--- src/rtl/mnist_pkg.sv ---
// Shared types and width helpers for the batch evaluation controller.
// Widths derived with width_of() are never narrower than one bit.
package mnist_pkg;

    typedef enum logic [2:0] {
        ST_IDLE   = 3'd0,
        ST_STREAM = 3'd1,
        ST_WAIT   = 3'd2,
        ST_CHECK  = 3'd3,
        ST_DIV    = 3'd4,
        ST_DONE   = 3'd5
    } state_t;

    localparam int unsigned ACC_W     = 32'd7;
    localparam int unsigned PCT_SCALE = 32'd100;

    function automatic int unsigned width_of(input int unsigned n);
        if (n <= 32'd1) begin
            return 32'd1;
        end else begin
            return int'($clog2(n));
        end
    endfunction

endpackage

--- src/rtl/seq_div.sv ---
// Restoring unsigned divider, one quotient bit per cycle.
// A start pulse loads the operands; done pulses once the quotient is final.
module seq_div #(
    parameter int unsigned N_W = 16,
    parameter int unsigned D_W = 8,
    parameter int unsigned Q_W = 7
) (
    input  logic           clk,
    input  logic           rst_n,
    input  logic           srst,
    input  logic           start,
    input  logic [N_W-1:0] dividend,
    input  logic [D_W-1:0] divisor,
    output logic           done,
    output logic [Q_W-1:0] quotient
);

    localparam int unsigned C_W = $clog2(N_W + 1);

    logic [N_W-1:0] dq_r;
    logic [D_W-1:0] rem_r;
    logic [C_W-1:0] cnt_r;
    logic           run_r;
    logic           done_r;
    logic [D_W:0]   rem_sh_s;
    logic [D_W-1:0] rem_nx_s;
    logic           ge_s;

    // Trial subtraction of the divisor from the shifted partial remainder.
    always_comb begin
        rem_sh_s = {rem_r, dq_r[N_W-1]};
        ge_s     = (rem_sh_s >= {1'b0, divisor});
        if (ge_s) begin
            rem_nx_s = D_W'(rem_sh_s - {1'b0, divisor});
        end else begin
            rem_nx_s = rem_sh_s[D_W-1:0];
        end
    end

    // Dividend bits shift out the top while quotient bits shift in below.
    always_ff @(posedge clk or negedge rst_n) begin
        if (!rst_n) begin
            dq_r   <= {N_W{1'b0}};
            rem_r  <= {D_W{1'b0}};
            cnt_r  <= {C_W{1'b0}};
            run_r  <= 1'b0;
            done_r <= 1'b0;
        end else if (srst) begin
            dq_r   <= {N_W{1'b0}};
            rem_r  <= {D_W{1'b0}};
            cnt_r  <= {C_W{1'b0}};
            run_r  <= 1'b0;
            done_r <= 1'b0;
        end else begin
            done_r <= 1'b0;
            if (run_r) begin
                dq_r  <= {dq_r[N_W-2:0], ge_s};
                rem_r <= rem_nx_s;
                cnt_r <= cnt_r - C_W'(1);
                if (cnt_r == C_W'(1)) begin
                    run_r  <= 1'b0;
                    done_r <= 1'b1;
                end
            end else if (start) begin
                dq_r  <= dividend;
                rem_r <= {D_W{1'b0}};
                cnt_r <= C_W'(N_W);
                run_r <= 1'b1;
            end
        end
    end

    assign done     = done_r;
    assign quotient = dq_r[Q_W-1:0];

endmodule

--- src/rtl/batch_eval_ctrl.sv ---
// Streams a batch of images from pixel memory into a classifier, scores each
// prediction against its label and reports hit/timeout/low-confidence counts.
module batch_eval_ctrl
    import mnist_pkg::*;
#(
    parameter int unsigned PIX_PER_IMG = 784,
    parameter int unsigned PIX_W       = 1,
    parameter int unsigned MAX_IMG     = 1000,
    parameter int unsigned LABEL_W     = 4,
    parameter int unsigned CONF_W      = 8,
    parameter int unsigned CONF_THR    = 128,
    parameter int unsigned TIMEOUT     = 4096
) (
    input  logic                                         clk,
    input  logic                                         rst_n,
    input  logic                                         start,
    input  logic                                         abort,
    input  logic [width_of(MAX_IMG + 1)-1:0]             img_count,
    output logic                                         pix_rd_en,
    output logic [width_of(MAX_IMG * PIX_PER_IMG)-1:0]   pix_addr,
    input  logic [PIX_W-1:0]                             pix_rdata,
    output logic [width_of(MAX_IMG)-1:0]                 label_addr,
    input  logic [LABEL_W-1:0]                           label_rdata,
    output logic [PIX_W-1:0]                             data_out,
    output logic                                         data_valid,
    output logic                                         frame_start,
    input  logic [LABEL_W-1:0]                           prediction,
    input  logic [CONF_W-1:0]                            confidence,
    input  logic                                         pred_valid,
    output logic                                         busy,
    output logic                                         done,
    output logic                                         res_valid,
    output logic [width_of(MAX_IMG)-1:0]                 res_idx,
    output logic [LABEL_W-1:0]                           res_pred,
    output logic                                         res_hit,
    output logic [width_of(MAX_IMG + 1)-1:0]             hit_cnt,
    output logic [width_of(MAX_IMG + 1)-1:0]             timeout_cnt,
    output logic [width_of(MAX_IMG + 1)-1:0]             lowconf_cnt,
    output logic [ACC_W-1:0]                             acc_pct
);

    localparam int unsigned CNT_W     = width_of(MAX_IMG + 1);
    localparam int unsigned IDX_W     = width_of(MAX_IMG);
    localparam int unsigned ADDR_W    = width_of(MAX_IMG * PIX_PER_IMG);
    localparam int unsigned BASE_W    = ADDR_W + 1;
    localparam int unsigned PIX_IDX_W = width_of(PIX_PER_IMG);
    localparam int unsigned TO_W      = width_of(TIMEOUT);
    localparam int unsigned DIVD_W    = CNT_W + ACC_W;
    localparam logic [CNT_W-1:0]  CNT_MAX  = CNT_W'(MAX_IMG);
    localparam logic [BASE_W-1:0] PIX_STEP = BASE_W'(PIX_PER_IMG);

    state_t state_r, state_nx;

    logic [CNT_W-1:0]     img_total_r;
    logic [IDX_W-1:0]     img_idx_r;
    logic [PIX_IDX_W-1:0] pix_idx_r;
    logic [BASE_W-1:0]    base_r;
    logic [TO_W-1:0]      wait_cnt_r;
    logic [LABEL_W-1:0]   pred_r;
    logic [CONF_W-1:0]    conf_r;
    logic                 to_r;
    logic                 div_started_r;
    logic                 pix_rd_en_r, data_valid_r, frame_start_r;
    logic [ADDR_W-1:0]    pix_addr_r;
    logic [IDX_W-1:0]     label_addr_r, res_idx_r;
    logic                 busy_r, done_r, res_valid_r, res_hit_r;
    logic [LABEL_W-1:0]   res_pred_r;
    logic [CNT_W-1:0]     hit_cnt_r, timeout_cnt_r, lowconf_cnt_r;
    logic [ACC_W-1:0]     acc_pct_r;

    logic                 pix_last_s, wait_exp_s, img_last_s, hit_s;
    logic                 div_start_s, div_done_s;
    logic [ACC_W-1:0]     div_quo_s;
    logic [DIVD_W-1:0]    dividend_s;

    function automatic logic [CNT_W-1:0] sat_inc(input logic [CNT_W-1:0] v);
        if (v >= CNT_MAX) begin
            return v;
        end else begin
            return v + CNT_W'(1);
        end
    endfunction

    // Next-state decode; abort wins over every other condition.
    always_comb begin
        state_nx    = state_r;
        div_start_s = 1'b0;
        pix_last_s  = (pix_idx_r == PIX_IDX_W'(PIX_PER_IMG - 1));
        wait_exp_s  = (wait_cnt_r == TO_W'(TIMEOUT - 1));
        img_last_s  = ((CNT_W'(img_idx_r) + CNT_W'(1)) >= img_total_r);
        hit_s       = (pred_r == label_rdata) && !to_r;
        if (abort && (state_r != ST_IDLE)) begin
            state_nx = ST_IDLE;
        end else begin
            case (state_r)
                ST_IDLE: begin
                    if (start) begin
                        state_nx = (img_count == {CNT_W{1'b0}}) ? ST_DONE : ST_STREAM;
                    end else begin
                        state_nx = ST_IDLE;
                    end
                end
                ST_STREAM: state_nx = pix_last_s ? ST_WAIT : ST_STREAM;
                ST_WAIT:   state_nx = (pred_valid || wait_exp_s) ? ST_CHECK : ST_WAIT;
                ST_CHECK:  state_nx = img_last_s ? ST_DIV : ST_STREAM;
                ST_DIV: begin
                    div_start_s = !div_started_r;
                    state_nx    = div_done_s ? ST_DONE : ST_DIV;
                end
                ST_DONE:   state_nx = ST_IDLE;
                default:   state_nx = ST_IDLE;
            endcase
        end
    end

    // State register.
    always_ff @(posedge clk or negedge rst_n) begin
        if (!rst_n) begin
            state_r <= ST_IDLE;
        end else begin
            state_r <= state_nx;
        end
    end

    // Datapath, counters and registered outputs.
    always_ff @(posedge clk or negedge rst_n) begin
        if (!rst_n) begin
            img_total_r   <= {CNT_W{1'b0}};
            img_idx_r     <= {IDX_W{1'b0}};
            pix_idx_r     <= {PIX_IDX_W{1'b0}};
            base_r        <= {BASE_W{1'b0}};
            wait_cnt_r    <= {TO_W{1'b0}};
            pred_r        <= {LABEL_W{1'b0}};
            conf_r        <= {CONF_W{1'b0}};
            to_r          <= 1'b0;
            div_started_r <= 1'b0;
            pix_rd_en_r   <= 1'b0;
            data_valid_r  <= 1'b0;
            frame_start_r <= 1'b0;
            pix_addr_r    <= {ADDR_W{1'b0}};
            label_addr_r  <= {IDX_W{1'b0}};
            busy_r        <= 1'b0;
            done_r        <= 1'b0;
            res_valid_r   <= 1'b0;
            res_idx_r     <= {IDX_W{1'b0}};
            res_pred_r    <= {LABEL_W{1'b0}};
            res_hit_r     <= 1'b0;
            hit_cnt_r     <= {CNT_W{1'b0}};
            timeout_cnt_r <= {CNT_W{1'b0}};
            lowconf_cnt_r <= {CNT_W{1'b0}};
            acc_pct_r     <= {ACC_W{1'b0}};
        end else begin
            pix_rd_en_r   <= (state_nx == ST_STREAM);
            data_valid_r  <= (state_r == ST_STREAM) && !abort;
            frame_start_r <= (state_r == ST_STREAM) && (pix_idx_r == {PIX_IDX_W{1'b0}}) && !abort;
            busy_r        <= (state_nx == ST_STREAM) || (state_nx == ST_WAIT) ||
                             (state_nx == ST_CHECK) || (state_nx == ST_DIV);
            done_r        <= (state_nx == ST_DONE);
            res_valid_r   <= 1'b0;
            if ((state_r == ST_IDLE) || !abort) begin
                case (state_r)
                    ST_IDLE: begin
                        if (start) begin
                            img_total_r   <= img_count;
                            img_idx_r     <= {IDX_W{1'b0}};
                            pix_idx_r     <= {PIX_IDX_W{1'b0}};
                            base_r        <= {BASE_W{1'b0}};
                            pix_addr_r    <= {ADDR_W{1'b0}};
                            hit_cnt_r     <= {CNT_W{1'b0}};
                            timeout_cnt_r <= {CNT_W{1'b0}};
                            lowconf_cnt_r <= {CNT_W{1'b0}};
                            acc_pct_r     <= {ACC_W{1'b0}};
                        end
                    end
                    ST_STREAM: begin
                        // Address of the next read: current base plus next pixel index.
                        if (pix_last_s) begin
                            pix_idx_r    <= {PIX_IDX_W{1'b0}};
                            base_r       <= base_r + PIX_STEP;
                            pix_addr_r   <= ADDR_W'(base_r + PIX_STEP);
                            wait_cnt_r   <= {TO_W{1'b0}};
                            label_addr_r <= img_idx_r;
                        end else begin
                            pix_idx_r  <= pix_idx_r + PIX_IDX_W'(1);
                            pix_addr_r <= ADDR_W'(base_r + BASE_W'(pix_idx_r) + BASE_W'(1));
                        end
                    end
                    ST_WAIT: begin
                        wait_cnt_r <= wait_cnt_r + TO_W'(1);
                        if (pred_valid) begin
                            pred_r <= prediction;
                            conf_r <= confidence;
                            to_r   <= 1'b0;
                        end else if (wait_exp_s) begin
                            pred_r        <= {LABEL_W{1'b0}};
                            conf_r        <= {CONF_W{1'b0}};
                            to_r          <= 1'b1;
                            timeout_cnt_r <= sat_inc(timeout_cnt_r);
                        end
                    end
                    ST_CHECK: begin
                        res_valid_r <= 1'b1;
                        res_idx_r   <= img_idx_r;
                        res_pred_r  <= pred_r;
                        res_hit_r   <= hit_s;
                        if (hit_s) begin
                            hit_cnt_r <= sat_inc(hit_cnt_r);
                        end
                        if (!to_r && (conf_r < CONF_W'(CONF_THR))) begin
                            lowconf_cnt_r <= sat_inc(lowconf_cnt_r);
                        end
                        if (!img_last_s) begin
                            img_idx_r <= img_idx_r + IDX_W'(1);
                        end
                    end
                    ST_DIV: begin
                        div_started_r <= 1'b1;
                        if (div_done_s) begin
                            acc_pct_r     <= div_quo_s;
                            div_started_r <= 1'b0;
                        end
                    end
                    ST_DONE: begin
                        div_started_r <= 1'b0;
                    end
                    default: begin
                        div_started_r <= 1'b0;
                    end
                endcase
            end else begin
                div_started_r <= 1'b0;
            end
        end
    end

    assign dividend_s = DIVD_W'(hit_cnt_r) * DIVD_W'(PCT_SCALE);

    seq_div #(
        .N_W(DIVD_W),
        .D_W(CNT_W),
        .Q_W(ACC_W)
    ) u_seq_div (
        .clk     (clk),
        .rst_n   (rst_n),
        .srst    (abort),
        .start   (div_start_s),
        .dividend(dividend_s),
        .divisor (img_total_r),
        .done    (div_done_s),
        .quotient(div_quo_s)
    );

    assign pix_rd_en   = pix_rd_en_r;
    assign pix_addr    = pix_addr_r;
    assign label_addr  = label_addr_r;
    assign data_out    = data_valid_r ? pix_rdata : {PIX_W{1'b0}};
    assign data_valid  = data_valid_r;
    assign frame_start = frame_start_r;
    assign busy        = busy_r;
    assign done        = done_r;
    assign res_valid   = res_valid_r;
    assign res_idx     = res_idx_r;
    assign res_pred    = res_pred_r;
    assign res_hit     = res_hit_r;
    assign hit_cnt     = hit_cnt_r;
    assign timeout_cnt = timeout_cnt_r;
    assign lowconf_cnt = lowconf_cnt_r;
    assign acc_pct     = acc_pct_r;

endmodule

--- config.mk ---
export PLATFORM = sky130hd
export DESIGN_NAME = batch_eval_ctrl
export DESIGN_NICKNAME = d
export VERILOG_FILES = /design/src/rtl/mnist_pkg.sv /design/src/rtl/seq_div.sv /design/src/rtl/batch_eval_ctrl.sv
export SDC_FILE = /design/constraint.sdc
export NUM_CORES = 1
export LEC_CHECK = 0
export ABC_AREA = 0
export CAP_MARGIN = 20
export CORE_AREA = 2 2 129 256
export DETAILED_ROUTE_END_ITERATION = 10
export DIE_AREA = 0 0 131 258
export HOLD_SLACK_MARGIN = 0.03
export PLACE_DENSITY = 0.57
export SYNTH_ARGS = -nofsm -noshare
export SYNTH_HDL_FRONTEND = slang
export SYNTH_SLANG_ARGS = --single-unit
export TNS_END_PERCENT = 1
--- constraint.sdc ---
create_clock -name clk -period 4.3 [get_ports clk]
set_input_delay 0.43 -clock clk [delete_from_list [all_inputs] [get_ports clk]]
set_output_delay 0.43 -clock clk [all_outputs]
set_load 0.01 [all_outputs]
---- Yosys cells after proc, flatten, opt, wreduce, memory -nomap -nowiden ----
Index checks and enable logic that the tools add are counted.
word-level totals
  register bits after elaboration ......... 202
  output and inout bits ................... 89
operators by class
  $add $sub $neg .......................... 11
  multiply operators ...................... 1
  magnitude comparators ................... 6
  eq/ne operators ......................... 25
  muxes and demuxes ....................... 65
  reduce and logical (&&, ||, !) cells .... 38
operators with widths
  operator                number
  $mux 10                 14
  $pmux 10 s2             5
  $mux 17                 3
  $add 10x1->10 const B   5
  $mux 21                 2
  $pmux 21 s2             1
  $mux 20                 2
  $pmux 20 s2             1
  $ge 10x10->1 const B    3
  $pmux 12 s2             1
  $ne 2x2->1 const B      11
  $add 21x10->21 const B  1
  $add 20x1->20 const B   1
  $add 20x10->20          1
  $logic_not 10->1        2
  $mux 1                  18
  $mux 8                  2
  $mul 10x5->15 const B   1
  $mux 5                  3
  $pmux 3 s5              1
  $reduce_and 3->1        5
  $mux 7                  2
  $pmux 7 s2              1
  $add 12x1->12 const B   1
  other kinds (29)        59

---- Logic depth before layout (Yosys ltp) ----
  depth after elaboration ................. 9
  gate-level depth with buffers ........... 14
  mapped depth without buffers ............ 14

---- Hierarchy ----
A second synthesis with hierarchy kept.
unflattened totals
  cells, all modules ...................... 1,263
  area total of the unflattened synthesis .. 11,258.3 um2
modules (own cells, without submodules)
  module           times used  cells an instance  area each (um2)
  batch_eval_ctrl  1           1,016              9,072.5
  seq_div          1           247                2,185.8

---- Least setup slack after synthesis ----
OpenSTA, ideal clock, no wires.
  kind .................................... register -> register
  from .................................... register hit_cnt_r[2] (netlist: hit_cnt[2])
  to ...................................... register u_seq_div.dq_r[16]
  arrival time ............................ 2.962 ns
  data required time ...................... 4.172 ns
  path slack .............................. 1.210 ns
  cell stages (with the launch flop) ...... 15
  clock period less this slack ............ 3.090 ns
  path through ............................ dfrtp_1 > inv_1 > ha_1 > inv_1 > ha_1 > inv_1 > fa_1 > inv_1 > ha_1 > a211oi_1 > nor2_1 > o31a_1 > o21ai_0 > xnor2_1 > o21ai_0
between the ends
  cells in the longest elaborated chain, start to end .. 4
ends and longest elaborated chain
  item                    line                    RTL
  start, declared         batch_eval_ctrl.sv:68   logic [CNT_W-1:0] hit_cnt_r, timeout_cnt_r, lowconf_cnt_r;
  start signal, assigned  batch_eval_ctrl.sv:148  hit_cnt_r <= {CNT_W{1'b0}};
  start signal, assigned  batch_eval_ctrl.sv:169  hit_cnt_r <= {CNT_W{1'b0}};
  start signal, assigned  batch_eval_ctrl.sv:207  hit_cnt_r <= sat_inc(hit_cnt_r);
  $mul 10x5->15           batch_eval_ctrl.sv:236  assign dividend_s = DIVD_W'(hit_cnt_r) * DIVD_W'(PCT_SCALE);
  $mux 17                 seq_div.sv:64           end else if (start) begin
  $mux 17                 seq_div.sv:56           if (run_r) begin
  $mux 17                 seq_div.sv:48           end else if (srst) begin
  end signal, assigned    seq_div.sv:49           dq_r <= {N_W{1'b0}};
  end signal, assigned    seq_div.sv:57           dq_r <= {dq_r[N_W-2:0], ge_s};
  end signal, assigned    seq_div.sv:65           dq_r <= dividend;
  end, declared           seq_div.sv:20           logic [N_W-1:0] dq_r;
Every way passes these cells. The select of a mux whose other input is x is not followed.
A chain may end at the register's enable or synchronous reset.

---- Worst setup path in the final report ----
Same ends and word-level chain as after synthesis.

==> metrics.yaml <==
place:
  gp_congestion: 0.8602
  post-place-cells: 1725
  dp_slack_ns: 0.9271
  port_buffers: 113
  dpl.hpwl_mm: 22.54
sta:
  min_period_ns: 3.356
  maxSlewHeadroom_pct: 36.68
  worstMarginPinSlew_ns: 0.9498
  setup_viol: 0
  fmax_mhz: 298.0
  rsz0062_at_grt: "false"
  finalWorstSetupSlack_ns: 0.9443
  fin_crit_sh_pct: 78.04
  setup_tns_ns: 0
  hold_violations: 0
  fin_skew_ns: 0.009986
  slew_viol_final: 0
power_and_ir_drop:
  power.total_mw: 4.611
  powerDensity_nw_per_um2: 348.5
  leakagePower_nw: 6.057
  irDropWorstVdd_uv: 339.9
worst_setup_path:
  end_kind: "flop"
  critPathLaunchType: "flop"
  worst-setup-path-type: "flop to flop"
  cp.required_ns: 4.63
  critPathArrivalTime_ns: 3.68
  critPathMaxFanout: 5
min_path:
  hp-class: "input port to asynchronous set/reset pin"
finish:
  fillCellCount: 3189
  area_delta_synth_final_pct: 20.29
  post-route-util_pct: 41.36
  n_antenna_cell: 0
  drive_gt1_share_pct: 5.865
  stdcell_count: 1757
  nets: 1432
clock_tree:
  path_clk_slew_ns: 0.08
  cts_tree: "yes"
  numCtsBuffers: 17
  htreeDepth: 4
  clockBufferDepth: 2
  clock_sinks: 190
  cts_hold_buf: 0
  clock_latency_ns: 0.46
  cts_setup_buffers: 0
  cts_repair_resize_count: 0
  cts-root-buf: "clkbuf_16"
floorplanning:
  die_w_um: 131
  start_util_pct: 34.38
  core_area_um2: 32000
  fp.dieH_um: 258
  rows: 93
  ios: 121
  die_area_um2: 33800
global_routing:
  overflow: 0
  grt_max_degree: 112
  grtUsageMet2_pct: 34.44
  use_met1_pct: 19.93
  grt_use_total_pct: 18.64
  grt_pass1_vias: 9234
  met3_usage_pct: 2.693
  grt_pass1_wl_mm: 48.81
  grt-busiest-layer: "met2"
  antenna_found_initial: 0
logic_synthesis:
  yosysWarnings: 0
  synthesis.nets: 1334
  synthFlopType: "dfrtp_1"
  ys_types: 73
  synth_area_um2: 11000
  synth-seq-cells: 190
  synth_seq_area_share_pct: 43.22
  synth-edff-count: 0
  synth_cells: 1219
  avgSynthCellArea_um2: 9.025
  async_reset_ff_share_pct: 100.0
route:
  num_vias: 9231
  ant_nets: 0
  via_per_inst: 5.254
  drtPass1Iterations: 5
  routed_wl_mm: 30.54
  first_iter_violations: 616
  wl_per_cell_um: 17.38
  drc: 0
flow_run:
  cap_violations: 0
outcome:
  status: "finished clean"
==> metrics by stage <==
step / area (um2) / hold slack, ns
finish: 13230 / 0.08886
CTS: 13230 / 0.1447
global route: 13230 / 0.1672
global placement: 12630 / 0.4632
floorplan: 11000 / 0.1344
detailed placement: 12630 / 0.4668
==> final timing paths <==
check / from / to / slack, ns / cells after the start
min: rst_n / timeout_cnt[5]$_DFFE_PN0P_ / 0.09 / 1
max reg2reg: hit_cnt[2]$_DFFE_PN0P_ / u_seq_div.dq_r[16]$_DFFE_PN0P_ / 0.94 / 14
max: hit_cnt[2]$_DFFE_PN0P_ / u_seq_div.dq_r[16]$_DFFE_PN0P_ / 0.94 / 14
max in group asynchronous: rst_n / base_r[8]$_DFFE_PN0P_ / 3.17 / 2
min reg2reg: pix_addr[11]$_DFFE_PN0P_ / pix_addr[11]$_DFFE_PN0P_ / 0.48 / 2
min in group clk: pix_addr[11]$_DFFE_PN0P_ / pix_addr[11]$_DFFE_PN0P_ / 0.48 / 2
==> cell type report <==
class                   count  area [um2]  area share [%]
multi-input cells         908        5794           43.78
well taps                 427       534.3           4.037
flip-flops and latches    190        4755           35.93
inverters                  67       251.5           1.900
repair buffers            133        1297           9.804
clock buffers              17       425.4           3.215
clock inverters            15       176.4           1.333
==> critical path, cell delays in order (launching register included) <==
cell	delay, ns
dfrtp_1	0.45
inv_1	0.11
ha_1	0.28
inv_1	0.04
ha_1	0.26
inv_1	0.05
fa_1	0.51
inv_1	0.04
ha_1	0.36
a211oi_1	0.27
nor2_1	0.11
o31a_1	0.28
o21ai_0	0.21
xnor2_1	0.15
o21ai_0	0.12
==> synthesized netlist by cell type, types with 9 or more instances <==
master    count  area [um2]
and3_1       12       75.07
clkbuf_1     45       168.9
xor2_1       30       262.8
nand2b_1     10       62.56
nand4_1      16       100.1
dfrtp_1     190        4755
mux2i_1      11       110.1
o21ai_0     103       515.5
xnor2_1      35       306.5
or3_1         9       56.30
a22o_1       15       131.4
a21oi_1      60       300.3
a21o_1       12       90.09
a211oi_1     10       75.07
inv_1        66       247.7
nor3_1       24       120.1
nand3_1      39       195.2
nor2_1       97       364.1
a31oi_1      14       87.58
ha_1         77       963.4
nand2_1     190       713.2
==> state kept, by name (all words and copies together) (netlist names), 5 cells and up <==
name	count
pix_addr	20
img_idx_r	10
wait_cnt_r	12
res_idx	10
u_seq_div.cnt_r	5
timeout_cnt	10
img_total_r	10
lowconf_cnt	10
acc_pct	7
label_addr	10
u_seq_div.dq_r	17
base_r	16
pix_idx_r	10
u_seq_div.rem_r	10
hit_cnt	10
==> power breakdown <==
part | switching [mW] | internal, mW | total [mW]
clock | 0.798 | 0.877 | 1.67
sequential | 0.0835 | 1.88 | 1.96
combinational | 0.612 | 0.360 | 0.972
==> placed cells by master (no fill, tap or decap), drive strengths merged, types with 10 or more instances in the layout <==
cell type and count:
a211oi 10, a21o 12, a21oi 60, a22o 15, a31oi 14, and3 12, buf 20, clkbuf 18
clkdlybuf4s50 112, dfrtp 190, ha 77, inv 74, mux2i 11, nand2 190, nand2b 10, nand3 39
nand4 17, nor2 98, nor3 24, o21ai 104, xnor2 35, xor2 30
==> routing by layer <==
layer | share of wire, % | wire, um
met1 | 38 | 11610
met2 | 55 | 16780
met3 | 2.6 | 783
met4 | 4.5 | 1367
met5 | 0 | 0
==> kinds of logic after synthesis <==
family / after synthesis / share of synthesized area, %
buffers and inverters: 121 / 4.174
multiplexers: 13 / 1.206
flip-flops: 190 / 43.22
adder cells (fa/ha/maj): 84 / 9.940
AO/OA/AOI/OAI: 291 / 16.79
XOR/XNOR: 65 / 5.175
AND/OR/NAND/NOR: 455 / 19.50
Power figures use the tool's default switching activity.
